`src/rtl/bp_pkg.sv`:
```
// Shared types and constants for the branch-prediction tracking slice.
package bp_pkg;

  localparam int unsigned PC_WIDTH = 32;

  // Two-bit saturating BHT counter encodings.
  typedef enum logic [1:0] {
    SNT = 2'b00,
    WNT = 2'b01,
    WT  = 2'b10,
    ST  = 2'b11
  } bht_state_e;

  // Prediction metadata carried alongside an instruction from IF to EX.
  typedef struct packed {
    logic                valid;
    logic [PC_WIDTH-1:0] pc;
    bht_state_e          pred_state;
    logic                pred_taken;
    logic [PC_WIDTH-1:0] pred_target;
  } bp_meta_t;

  // A counter in either taken state predicts taken.
  function automatic logic state_says_taken(input bht_state_e s);
    return (s == WT) || (s == ST);
  endfunction

endpackage

```
`src/rtl/bp_meta_reg.sv`:
```
// One pipeline stage of prediction metadata; kill beats stall.
module bp_meta_reg
  import bp_pkg::*;
(
  input  logic     clk,
  input  logic     rst_n,
  input  logic     stall,
  input  logic     kill,
  input  bp_meta_t d,
  output bp_meta_t q
);

  // Stage register: clear on reset or kill, hold on stall, else advance.
  always_ff @(posedge clk or negedge rst_n) begin
    if (!rst_n) begin
      q <= '0;
    end else if (kill) begin
      q <= '0;
    end else if (!stall) begin
      q <= d;
    end
  end

endmodule

```
`src/rtl/bp_track_unit.sv`:
```
// Tracks branch predictions from IF to EX, detects mispredicts, drives the
// BHT update and redirect, and keeps branch/mispredict statistics.
module bp_track_unit
  import bp_pkg::*;
#(
  parameter int unsigned s_index   = 10,
  parameter int unsigned pc_width  = PC_WIDTH,
  parameter int unsigned cnt_width = 32
) (
  input  logic                 clk,
  input  logic                 rst_n,
  input  logic                 stall,
  input  logic                 flush,
  input  logic                 if_valid,
  input  logic [pc_width-1:0]  if_pc,
  input  logic [1:0]           if_pred,
  input  logic                 if_btb_hit,
  input  logic [pc_width-1:0]  if_btb_target,
  output logic [pc_width-1:0]  if_next_pc,
  output logic [s_index-1:0]   rindex,
  input  logic                 ex_branch,
  input  logic                 ex_jump,
  input  logic                 ex_br_en,
  input  logic [pc_width-1:0]  ex_target,
  output logic                 load_bht,
  output logic [s_index-1:0]   windex,
  output logic [1:0]           idex_pred_state,
  output logic                 mispredict,
  output logic [pc_width-1:0]  redirect_pc,
  output logic [cnt_width-1:0] branch_cnt,
  output logic [cnt_width-1:0] mispred_cnt
);

  bp_meta_t if_entry;
  bp_meta_t ifid_q;
  bp_meta_t idex_q;

  logic pred_taken;
  logic kill;
  logic res;
  logic actual_taken;
  logic target_miss;

  // IF: form the next-PC guess and the metadata entry entering IF/ID.
  always_comb begin
    pred_taken             = state_says_taken(bht_state_e'(if_pred)) & if_btb_hit;
    if_next_pc             = pred_taken ? if_btb_target : (if_pc + pc_width'(4));
    rindex                 = if_pc[s_index+1:2];
    if_entry               = '0;
    if_entry.valid         = if_valid;
    if_entry.pc            = if_pc;
    if_entry.pred_state    = bht_state_e'(if_pred);
    if_entry.pred_taken    = pred_taken;
    if_entry.pred_target   = if_btb_target;
  end

  // A mispredict squashes the two younger-or-equal stages the same way an
  // external flush does.
  assign kill = flush | mispredict;

  bp_meta_reg u_ifid (
    .clk   (clk),
    .rst_n (rst_n),
    .stall (stall),
    .kill  (kill),
    .d     (if_entry),
    .q     (ifid_q)
  );

  bp_meta_reg u_idex (
    .clk   (clk),
    .rst_n (rst_n),
    .stall (stall),
    .kill  (kill),
    .d     (ifid_q),
    .q     (idex_q)
  );

  // EX: resolve the carried prediction against the actual outcome.
  always_comb begin
    res             = idex_q.valid & (ex_branch | ex_jump) & ~stall;
    actual_taken    = ex_br_en | ex_jump;
    target_miss     = actual_taken & idex_q.pred_taken & (ex_target != idex_q.pred_target);
    mispredict      = res & ((actual_taken != idex_q.pred_taken) | target_miss);
    load_bht        = res;
    windex          = idex_q.pc[s_index+1:2];
    idex_pred_state = idex_q.pred_state;
    redirect_pc     = '0;
    if (mispredict) begin
      redirect_pc = actual_taken ? ex_target : (idex_q.pc + pc_width'(4));
    end
  end

  // Statistics: count resolutions and mispredicts, saturating at all-ones.
  always_ff @(posedge clk or negedge rst_n) begin
    if (!rst_n) begin
      branch_cnt  <= '0;
      mispred_cnt <= '0;
    end else begin
      if (res && (branch_cnt != '1)) begin
        branch_cnt <= branch_cnt + cnt_width'(1);
      end
      if (mispredict && (mispred_cnt != '1)) begin
        mispred_cnt <= mispred_cnt + cnt_width'(1);
      end
    end
  end

endmodule

```
`config.mk`:
```
export PLATFORM = sky130hd
export DESIGN_NAME = bp_track_unit
export DESIGN_NICKNAME = d
export VERILOG_FILES = /design/src/rtl/bp_pkg.sv /design/src/rtl/bp_meta_reg.sv /design/src/rtl/bp_track_unit.sv
export SDC_FILE = /design/constraint.sdc
export NUM_CORES = 1
export LEC_CHECK = 0
export ABC_CLOCK_PERIOD_IN_PS = 2200
export CAP_MARGIN = 15
export CORE_AREA = 2 2 193 195
export DETAILED_ROUTE_END_ITERATION = 10
export DIE_AREA = 0 0 195 197
export SYNTH_ARGS = -nofsm -noshare
export SYNTH_HDL_FRONTEND = slang
export SYNTH_SLANG_ARGS = --single-unit
export TNS_END_PERCENT = 5
```
`constraint.sdc`:
```
create_clock -name clk -period 2.2 [get_ports clk]
set_clock_uncertainty 0.05 [all_clocks]
set_input_delay 0.44 -clock clk [delete_from_list [all_inputs] [get_ports clk]]
set_output_delay 0.44 -clock clk [all_outputs]
set_load 0.1 [all_outputs]
```
Word level (Yosys, flattened, before mapping)
Cells that the tools add are included.
{"block": "classes", "addsub": 4, "n_eq_ne": 7, "muxes": 7, "bitwise": 11, "n_reduce_logical": 3}
{"operator": "$mux W68", "count": 4}
{"operator": "$mux W32", "count": 3}
{"operator": "$add A32 B1 Y32 const B", "count": 2}
{"operator": "$add A32 B3 Y32 const B", "count": 2}
{"operator": "$ne A32 B32 Y1 const B", "count": 2}
{"operator": "$ne A32 B32 Y1", "count": 1}
{"operator": "$and A1 B1 Y1", "count": 6}
{"operator": "$eq A2 B2 Y1 const B", "count": 2}
{"operator": "$or A1 B1 Y1", "count": 4}
{"operator": "$logic_and A1 B1 Y1", "count": 2}
{"operator": "$ne A2 B1 Y1 const B", "count": 1}
{"operator": "$logic_or A1 B1 Y1", "count": 1}
{"operator": "$ne A1 B1 Y1", "count": 1}
{"operator": "$not A1 Y1", "count": 1}
{"block": "totals", "register_bits": 200, "input_bits": 107, "output_inout_bits": 152, "elab_cells": 44}

Logic depth before layout (Yosys ltp)
Gate-level depths: netlist of the first run.
{"block": "depth", "word_depth": 7, "depth_mapped": 11, "ltp_nobuf": 7}

By module
From an unflattened synthesis of the first run, not the netlist that was laid out.
{"block": "hier_totals", "cells_unflattened": 1091, "area_unflattened_um2": 10874.2}
{"module": "bp_meta_reg", "n_inst": 2, "cells_each": 220, "area_each_um2": 2765.2, "seq_area_each_um2": 1701.6}
{"module": "bp_track_unit", "n_inst": 1, "cells_each": 651, "area_each_um2": 5343.9, "seq_area_each_um2": 1601.5}

Worst setup path before layout of the first run
Ideal clock, no wire load.
{"block": "synth_path", "path_type": "input-to-output", "from": "in stall", "to": "out redirect_pc[25]", "arrival_ps": 4576, "required_time_ps": 1710, "setup_slack_ps": -2866, "path_stages": 9, "n_path_buf": 3, "cell_sequence": "buf_2 inv_1 o211ai_1 inv_1 nand2_1 and2_1 clkbuf_1 buf_2 a211oi_1"}
{"block": "synth_via", "elab_chain_len": 4}
{"item": "from (decl)", "line_no": "bp_track_unit.sv:12", "text": "input logic stall,"}
{"item": "$not A1 Y1", "line_no": "bp_track_unit.sv:81", "text": "res = idex_q.valid & (ex_branch | ex_jump) & ~stall;"}
{"item": "$and A1 B1 Y1", "line_no": "bp_track_unit.sv:81"}
{"item": "via load_bht", "line_no": "bp_track_unit.sv:25", "text": "output logic load_bht,"}
{"item": "$and A1 B1 Y1", "line_no": "bp_track_unit.sv:84", "text": "mispredict = res & ((actual_taken != idex_q.pred_taken) | target_miss);"}
{"item": "$mux W32", "line_no": "bp_track_unit.sv:89", "text": "if (mispredict) begin"}
{"item": "to (decl)", "line_no": "bp_track_unit.sv:29", "text": "output logic [pc_width-1:0] redirect_pc,"}
The timed path passes the listed nets, and every way through them passes these cells.

Final worst setup path of the first run
{"block": "layout_path", "from": "in ex_target[14]", "to": "out redirect_pc[25]"}
{"block": "layout_via", "elab_chain_len": 5}
{"item": "from (decl)", "line_no": "bp_track_unit.sv:24", "text": "input logic [pc_width-1:0] ex_target,"}
{"item": "$ne A32 B32 Y1", "line_no": "bp_track_unit.sv:83", "text": "target_miss = actual_taken & idex_q.pred_taken & (ex_target != idex_q.pred_target);"}
{"item": "$and A1 B1 Y1", "line_no": "bp_track_unit.sv:83"}
{"item": "$or A1 B1 Y1", "line_no": "bp_track_unit.sv:84"}
{"item": "$and A1 B1 Y1", "line_no": "bp_track_unit.sv:84"}
{"item": "$mux W32", "line_no": "bp_track_unit.sv:89"}
No other way between the ends.

==> results.txt, run 1 <==
The top-level port count is 259. Across every metal layer, demand over resource in global routing totals 0.1988. The net count reported at finish came out at 1625. The routability-driven placement congestion ratio is 0.9156.

Leaving out fill and tap cells, the most frequent cell in the layout is sky130_fd_sc_hd__buf_4. The number of global-route vias before repair is around 9600. The parity-gate share of the synthesized area counting xor and xnor cells is 0.1213. The required time reported for the critical path endpoint is 1710 ps. The endpoint arrival time on the critical path is 2630 ps. The minimum clock period came out at 3123 ps. The proportion of synthesized area in mux cells came out at 0.1309. The DRC violations left is 0. The startpoint of the lowest-slack register-to-register path is u_idex.q[14]. The total iterations of the first detailed-routing run is 5.

The final reports fail on setup timing. The mean routed wirelength per cell is 19.26 um. The run finished, with violations left. The share of the Yosys chip area taken by registers is 0.4623.

For this design the ratio of total power to cell area is 552.4 nW/um^2. The area of the placeable core came out at 36260 um^2. Along the worst path, the maximum fanout reaches 7. The fraction of layout cells with a size suffix above 1 came out at 0.3440. The area of all placed cells without fillers came out at 17270 um^2.

The most critical setup path has its startpoint at ex_target[14]. The cell depth of the worst min-delay path is 4. The overall die width came out at 195 um. The relative slew slack came out at 0.3981. The effective utilization at floorplan came out at 0.2986. The die covers slightly below 40000 um^2. The depth of the worst register-to-register path came out at 15. The CTS tree is built.

After synthesis the netlist holds a flip-flop and latch count of 200. The die span in y came out at 197 um. The area fraction in compound gates after synthesis is 0.06391.

The count of synthesis-stage warnings from yosys is 0. The dominant synthesized flop cell is sky130_fd_sc_hd__dfrtp_1. The worst setup path is captured at an output pin. The total count of hold-check failures in the final report is 0. Setup violations remaining at the end of the flow were counted as 226. The clock tree synthesis step divided the H-tree into 4 levels. The first-pass GRT wire length came out at 58100 um. STA classifies the critical path startpoint as an input pin. The cell count after synthesis came out at 1090. The synthesized area per cell is 9.933 um^2. The fraction of the mapped netlist area in simple logic gates is 0.1725. Summed over all layers, the global routing overflow is 0. The worst hold path begins at stall. The worst setup path is of the in -> out kind. The transition time of the tightest slew-check pin came out at 902.9 ps.

The aggregate routed wire length is ~38000 um. The number of clock buffers inserted by TritonCTS came out at 17. Using the TritonRoute via totals, the vias-per-cell ratio works out to 4.775.

After synthesis, the netlist uses 44 different library cells. After clock tree synthesis, the clock-pin slew on the worst setup and hold paths is 80 ps. The HPWL after detailed placement is 29760 um. In this run the worst hold path is classified as in -> reg. The floorplan has 70 rows. Setup repair after global routing could not meet its margin everywhere.

The tool flagged a number of max-cap violations equal to 0. The growth of design area from synthesis to finish is 59.49%. The number of antenna violations at the first check in global routing is 1. The deepest clock path buffer count came out at 2.

The clock sink total is 200. The summed instance area of the synthesized netlist came out at 10830 um^2. The number of DRC markers in iteration 0 is between 500 and 600.

For this block, the via count after detailed routing is 9527. The highest attainable clock frequency is 0.3203 GHz. The synthesized net count came out at 1202. The main combinational cell family by area after synthesis is simple AND/OR/NAND/NOR gates. The number of enable-type register cells in the synthesized netlist came out at 0. The number of nets with antenna violations after routing is 0. In the layout the commonest cells are 276 x sky130_fd_sc_hd__buf_4, 200 x sky130_fd_sc_hd__dfrtp_1, 180 x sky130_fd_sc_hd__nor2_1, 136 x sky130_fd_sc_hd__mux2i_1, 88 x sky130_fd_sc_hd__buf_12.

In this run the clock root is driven by a sky130_fd_sc_hd__clkbuf_16. The worst-case IR drop observed on VDD is approximately 0.45 mV. The number of pins with negative max-slew slack in the final report is 0. In the finished design, the share of the clock period the worst path needs comes to 1.419. The worst setup slack after placement came out at -1036 ps. Once placement finished, the instance area stood at around 16000 um^2. Across all setup checks in the final design, the least slack found is -922.6 ps. The latest clock arrival within the worst-skew pair came out at around 450 ps. Of the total synthesized cell area, the portion taken by full adders, half adders and majority gates is 0.005778.

The leakage power came out at between 0.008 and 0.009 uW. The share of flip-flops with an asynchronous set or reset after synthesis is 1.000. The number of input and output port buffers inserted is 258. The setup TNS came out at -93140 ps. The tightest hold path in the finished design has a slack of roughly 320 ps. Entering global routing, the biggest net connects 137 pins.
[report_power, final]
group	internal, uW	switching, uW
Clock	1510	1590
Sequential	3820	103
Combinational	913	1600
[layout make-up]
| class | instances | area [um^2] |
|---|---|---|
| flip-flops and latches | 200 | 5005 |
| clock inverters | 14 | 127.6 |
| multi-input cells | 801 | 6028 |
| repair buffers | 482 | 5039 |
| well taps | 468 | 585.6 |
| diodes | 1 | 2.502 |
| clock buffers | 18 | 429.2 |
| inverters | 11 | 51.30 |
| fillers | 3335 | 18990 |
[layer usage]
layer / wire (um) / vias to the layer above / GRT usage / part of all wire
met5: 0 / - / 0 / 0
met4: 1521 / 0 / 0.09047 / 0.040
met3: 1147 / 60 / 0.02892 / 0.030
met2: 19190 / 189 / 0.3344 / 0.50
met1: 16560 / 4700 / 0.2537 / 0.43
li1: - / 4578 / - / -
[worst max-delay path, cell delays in order]
cell and delay (ps):
sky130_fd_sc_hd__clkdlybuf4s50_1 440, sky130_fd_sc_hd__xor2_1 150, sky130_fd_sc_hd__nor4_1 280, sky130_fd_sc_hd__buf_4 170
sky130_fd_sc_hd__nand4_1 200, sky130_fd_sc_hd__o21ai_4 190, sky130_fd_sc_hd__and2_4 240, sky130_fd_sc_hd__buf_12 130
sky130_fd_sc_hd__buf_16 150, sky130_fd_sc_hd__a211oi_4 50, sky130_fd_sc_hd__buf_12 180
[worst paths after layout]
kind | to | slack (ps)
min in group asynchronous | u_ifid.q[46] | 420
worst max register to register | mispred_cnt[25] | -770
worst min register to register | branch_cnt[15] | 450
worst max-delay path | redirect_pc[25] | -920
max in group asynchronous | u_ifid.q[8] | 990
worst min-delay path | u_ifid.q[32] | 320
[what timing repair did]
item	in CTS	in global routing
setup endpoints to repair	230	239
gates cloned	3	0
hold buffers	1	0
endpoints found under the hold margin	33	0
pin swaps	88	17
gates resized for setup	71	29
buffers inserted	12	4
[kinds of logic (layout without fill, tap and decap cells)]
logic type	count (synthesis)	count (layout)
simple gates	406	406
compound gates	99	99
fa+ha+maj	5	5
mux	141	141
xor+xnor	150	150
buf+inv	89	525
flops	200	200
other cells	0	1
[state kept, by name (all words and copies together), names as in the netlist]
name         flops
branch_cnt      32
u_idex.q        68
mispred_cnt     32
u_ifid.q        68
[synthesized netlist by cell type (5+ instances only)]
library cell,count,area (um^2)
sky130_fd_sc_hd__dfrtp_1,200,5005
sky130_fd_sc_hd__nor2_1,189,709.4
sky130_fd_sc_hd__mux2i_1,136,1361
sky130_fd_sc_hd__xor2_1,84,735.7
sky130_fd_sc_hd__nand2_1,74,277.8
sky130_fd_sc_hd__xnor2_1,66,578.1
sky130_fd_sc_hd__nand3_1,36,180.2
sky130_fd_sc_hd__clkbuf_1,35,131.4
sky130_fd_sc_hd__and3_1,32,200.2
sky130_fd_sc_hd__a211oi_1,31,232.7
sky130_fd_sc_hd__o21ai_0,29,145.1
sky130_fd_sc_hd__buf_4,24,180.2
sky130_fd_sc_hd__nand4_1,20,125.1
sky130_fd_sc_hd__and4_1,16,140.1
sky130_fd_sc_hd__nor3_1,16,80.08
sky130_fd_sc_hd__buf_2,13,65.06
sky130_fd_sc_hd__inv_1,11,41.29
sky130_fd_sc_hd__nor4_1,10,62.56
sky130_fd_sc_hd__o21ai_1,10,50.05
sky130_fd_sc_hd__and2_1,7,43.79
sky130_fd_sc_hd__o211ai_1,7,52.55
sky130_fd_sc_hd__o2111ai_1,6,52.55
sky130_fd_sc_hd__a21oi_1,5,25.02
sky130_fd_sc_hd__ha_1,5,62.56
sky130_fd_sc_hd__mux2_2,5,56.30
[stage by stage]
step	total power [uW]	instances	utilization
6_report	9538	1995	0.4762
5_1_grt	9883	1995	0.4762
4_1_cts	9608	1993	0.4745
3_5_place_dp	6480	1945	0.4477
3_3_place_gp	6456	1945	0.4477
2_1_floorplan	5380	1090	-
No activity file was read; power rests on OpenSTA's default activity.
==> inputs of run 2 (changes only) <==
CTS_CLUSTER_DIAMETER = 60   (was not set)
==> results of run 2 <==
No change in the layout: final DEF, timing and power equal those of run 1.
==> inputs of run 3 (changes only) <==
PLACE_DENSITY_LB_ADDON = 0.15   (was not set)
==> run 3 against run 2 <==
  * The flow still finishes with violations (setup timing)
  * Critical endpoint is now redirect_pc[31]
  * Sequential power barely moved
  * Critical path depth fell by 2
  * Total power rose by 3.5%
  * Register-to-register slack better by 430 ps
  * Worst hold slack got worse by 22 ps
==> results.txt, run 3 (synthesis results as in run 1) <==
The DRC violations left came out at 0 (unchanged). The fraction of layout cells with a size suffix above 1 is 0.3520 (was 0.3440). The vias after detailed routing is 9360 (was 9527). The effective utilization at floorplan is 0.2986 (unchanged).

The setup TNS came out at -86960 ps (was -93140 ps). The post-layout utilization of the core came out at 0.4823 (was 0.4762). The leakage power is 0.008215 uW (was 0.008116 uW). The root cell of the clock tree is sky130_fd_sc_hd__clkbuf_16 (unchanged). The number of nets with antenna violations after routing is 0 (unchanged).

The endpoint with the worst hold slack is u_ifid.q[32] (unchanged). The startpoint of the lowest-slack register-to-register path was u_idex.q[6] (was u_idex.q[14]). The type of the worst min-delay path was in -> reg (unchanged).

The latest clock arrival within the worst-skew pair came out at 450 ps (about the same). The minimum clock period is 3135 ps (was 3123 ps). The critical path capture point type is an output pin (unchanged).

The end of the worst register-to-register path was u_idex.q[49] (was mispred_cnt[25]). The deepest clock path buffer count is 2 (unchanged). The HPWL reported at the end of detailed placement is 30360 um (was 29760 um). The H-tree depth came to 4 (unchanged).

Biggest registers after layout: u_idex.q (68), u_ifid.q (68) (unchanged). The number of global-route vias before repair is 9731 (was 9594). The net count reported at finish came out at 1636 (was 1625).

The total global routing overflow came out at 0 (unchanged). The die span in y is 197 um (unchanged). The relative slew slack is 0.4605 (was 0.3981). The reg-to-reg setup timing slack came to -340 ps (was -770 ps).

The transition time of the tightest slew-check pin came out at 809.2 ps (was 902.9 ps). The top-level port count is 259 (unchanged). The worst stage delay on the critical path was 410 ps (was 440 ps). The number of placement rows is 70 (unchanged). The die area is 38420 um^2 (unchanged). The endpoint arrival time on the critical path is 2640 ps (was 2630 ps).

The highest net fanout along the worst path is 4 (was 7). The critical path startpoint category is a flop (was input pin). The final clock period utilization by the worst path is 1.425 (was 1.419).

The CTS tree is built (unchanged). The number of DRC markers in iteration 0 came out at 505 (was 544). The routed via count divided by cell count is 4.666 (was 4.775). The cell with the largest stage delay on the worst path is sky130_fd_sc_hd__dfrtp_1 (was sky130_fd_sc_hd__clkdlybuf4s50_1).

The number of antenna violations at the first check in global routing came to 3 (was 1). The max-capacitance violation count was 0 (unchanged). List of cells traversed by the critical path: nand4_1 > nor2_2 > buf_4 > and3_4 > nand4_1 > xor2_1 > buf_4 > a211oi_4 > buf_12 (was clkdlybuf4s50_1 > xor2_1 > nor4_1 > buf_4 > nand4_1 > o21ai_4 > and2_4 > buf_12 > buf_16 > a211oi_4 > buf_12). The clock sink total came out at 200 (unchanged). The area of the placeable core is 36260 um^2 (unchanged).

The highest attainable clock frequency is 0.3190 GHz (was 0.3203 GHz). The number of input and output port buffers inserted came out at 258 (unchanged). The aggregate routed wire length came out at 38670 um (was 38420 um).

The power density relative to cell area was 564.2 nW/um^2 (was 552.4 nW/um^2). The combined buffer and inverter count along the critical path is 3 (was 5). The mean routed wirelength per cell was 19.28 um (was 19.26 um). Setup repair after global routing missed its margin: true (unchanged).

The required time reported for the critical path endpoint came out at 1710 ps (about the same). Violations in the final reports: setup timing (unchanged). The number of clock buffers inserted by TritonCTS came out at 17 (unchanged). The number of pins with negative max-slew slack in the final report is 0 (unchanged).

Most frequent cells in the layout: 291 x sky130_fd_sc_hd__buf_4, 200 x sky130_fd_sc_hd__dfrtp_1, 182 x sky130_fd_sc_hd__nor2_1, 136 x sky130_fd_sc_hd__mux2i_1, 93 x sky130_fd_sc_hd__clkdlybuf4s50_1 (was 276 x sky130_fd_sc_hd__buf_4, 200 x sky130_fd_sc_hd__dfrtp_1, 180 x sky130_fd_sc_hd__nor2_1, 136 x sky130_fd_sc_hd__mux2i_1, 88 x sky130_fd_sc_hd__buf_12). The total count of hold-check failures in the final report is 0 (unchanged). The worst ir drop on vdd came out at 0.5697 mV (was 0.4495 mV).

The routability-driven placement congestion ratio was 0.8595 (was 0.9156). Run status: finished, violations left (unchanged). The startpoint of the worst hold path was stall (unchanged). The maximum number of pins on one net before global-route repair is 103 (was 137). The commonest non-fill, non-tap cell in the layout was sky130_fd_sc_hd__buf_4 (unchanged). The setup-violating endpoint count in the final report is 225 (was 226). The final worst-path setup slack came out at -935.0 ps (was -922.6 ps). The all-layer global routing usage came out at 0.2062 (was 0.1988). The path type of the worst setup path is reg -> out (was in -> out). The depth of the worst register-to-register path came out at 11 (was 15). The first-pass GRT wire length is 59550 um (was 58100 um). The overall die width was 195 um (unchanged). The growth of design area from synthesis to finish came out at 61.54% (was 59.49%). The number of filler instances in the final layout came out at 3395 (was 3335). The dominant delay contributor by cell family on the critical path was simple AND/OR/NAND/NOR gates (was buffers and inverters). The clock-pin slew of the registers on the worst-case setup and hold paths is 70 ps (was 80 ps). The total iterations of the first detailed-routing run came out at 4 (was 5). The cell depth of the worst min-delay path was 4 (unchanged).
## run 3: timing repair
action,in CTS,in global routing
gates cloned,2,0
gates resized for setup,67,30
hold buffers,1,0
buffers inserted,5,2
pin swaps,83,19
hold endpoints to repair,39,0
setup endpoints to repair,241,236
## run 3: layout make-up
type / instances / area, um^2 / share of cell area
antenna: 1 / 2.502 / 0.0001431
clock buffer: 21 / 480.5 / 0.02747
clock inverter: 11 / 160.2 / 0.009157
inverter: 11 / 51.30 / 0.002933
multi-input combinational: 801 / 6083 / 0.3478
sequential: 200 / 5005 / 0.2862
tap: 468 / 585.6 / 0.03348
timing repair buffer: 493 / 5121 / 0.2928
## run 3: worst max-delay path by stage
stage             startpoint         endpoint  slack [ps]  cells past startpoint
6_report        u_idex.q[37]  redirect_pc[31]        -930                      9
4_1_cts          u_idex.q[6]  redirect_pc[16]       -1020                     10
5_1_grt         u_idex.q[14]  redirect_pc[20]       -1020                      9
3_5_place_dp   ex_target[31]  redirect_pc[26]       -1220                     10
2_1_floorplan          stall  redirect_pc[10]       -1200                     10
3_3_place_gp    ex_target[1]  redirect_pc[26]       -1150                     10
## run 3: power breakdown
group	internal, uW	switching (uW)
clock network	1930	1480
registers	3820	103
logic	924	1600
total	6680	3190
## run 3: layer usage
metal  part of all wire  global-route usage  vias to the layer above
met3              0.042             0.03730                       42
met4              0.020             0.06729                        2
met1               0.46              0.2797                     4566
met5            0.00047                   0                        -
met2               0.48              0.3335                      168
li1                   -                   -                     4582
## run 3: per-stage QoR
stage	area [um^2]	total power, uW	worst slack [ps]	hold WS [ps]	std cells
after floorplan	11270	5380	-1201	94.41	1090
after global placement	16380	6479	-1147	372.6	1965
after detailed placement	16380	6499	-1217	382.4	1965
after CTS	17410	10000	-1017	268.1	2005
after global routing	17490	10280	-1022	325.4	2006
final	17490	9867	-935.0	297.8	2006
## run 3: worst register-to-register path: stages, from the launching register on
cell and delay, ps:
sky130_fd_sc_hd__dfrtp_1 420, sky130_fd_sc_hd__xor2_2 170, sky130_fd_sc_hd__nor4_4 310, sky130_fd_sc_hd__buf_4 160
sky130_fd_sc_hd__nand4_1 180, sky130_fd_sc_hd__o21ai_4 200, sky130_fd_sc_hd__buf_4 120, sky130_fd_sc_hd__buf_4 90
sky130_fd_sc_hd__buf_6 100, sky130_fd_sc_hd__nand3b_1 150, sky130_fd_sc_hd__buf_12 270, sky130_fd_sc_hd__nor2_1 250
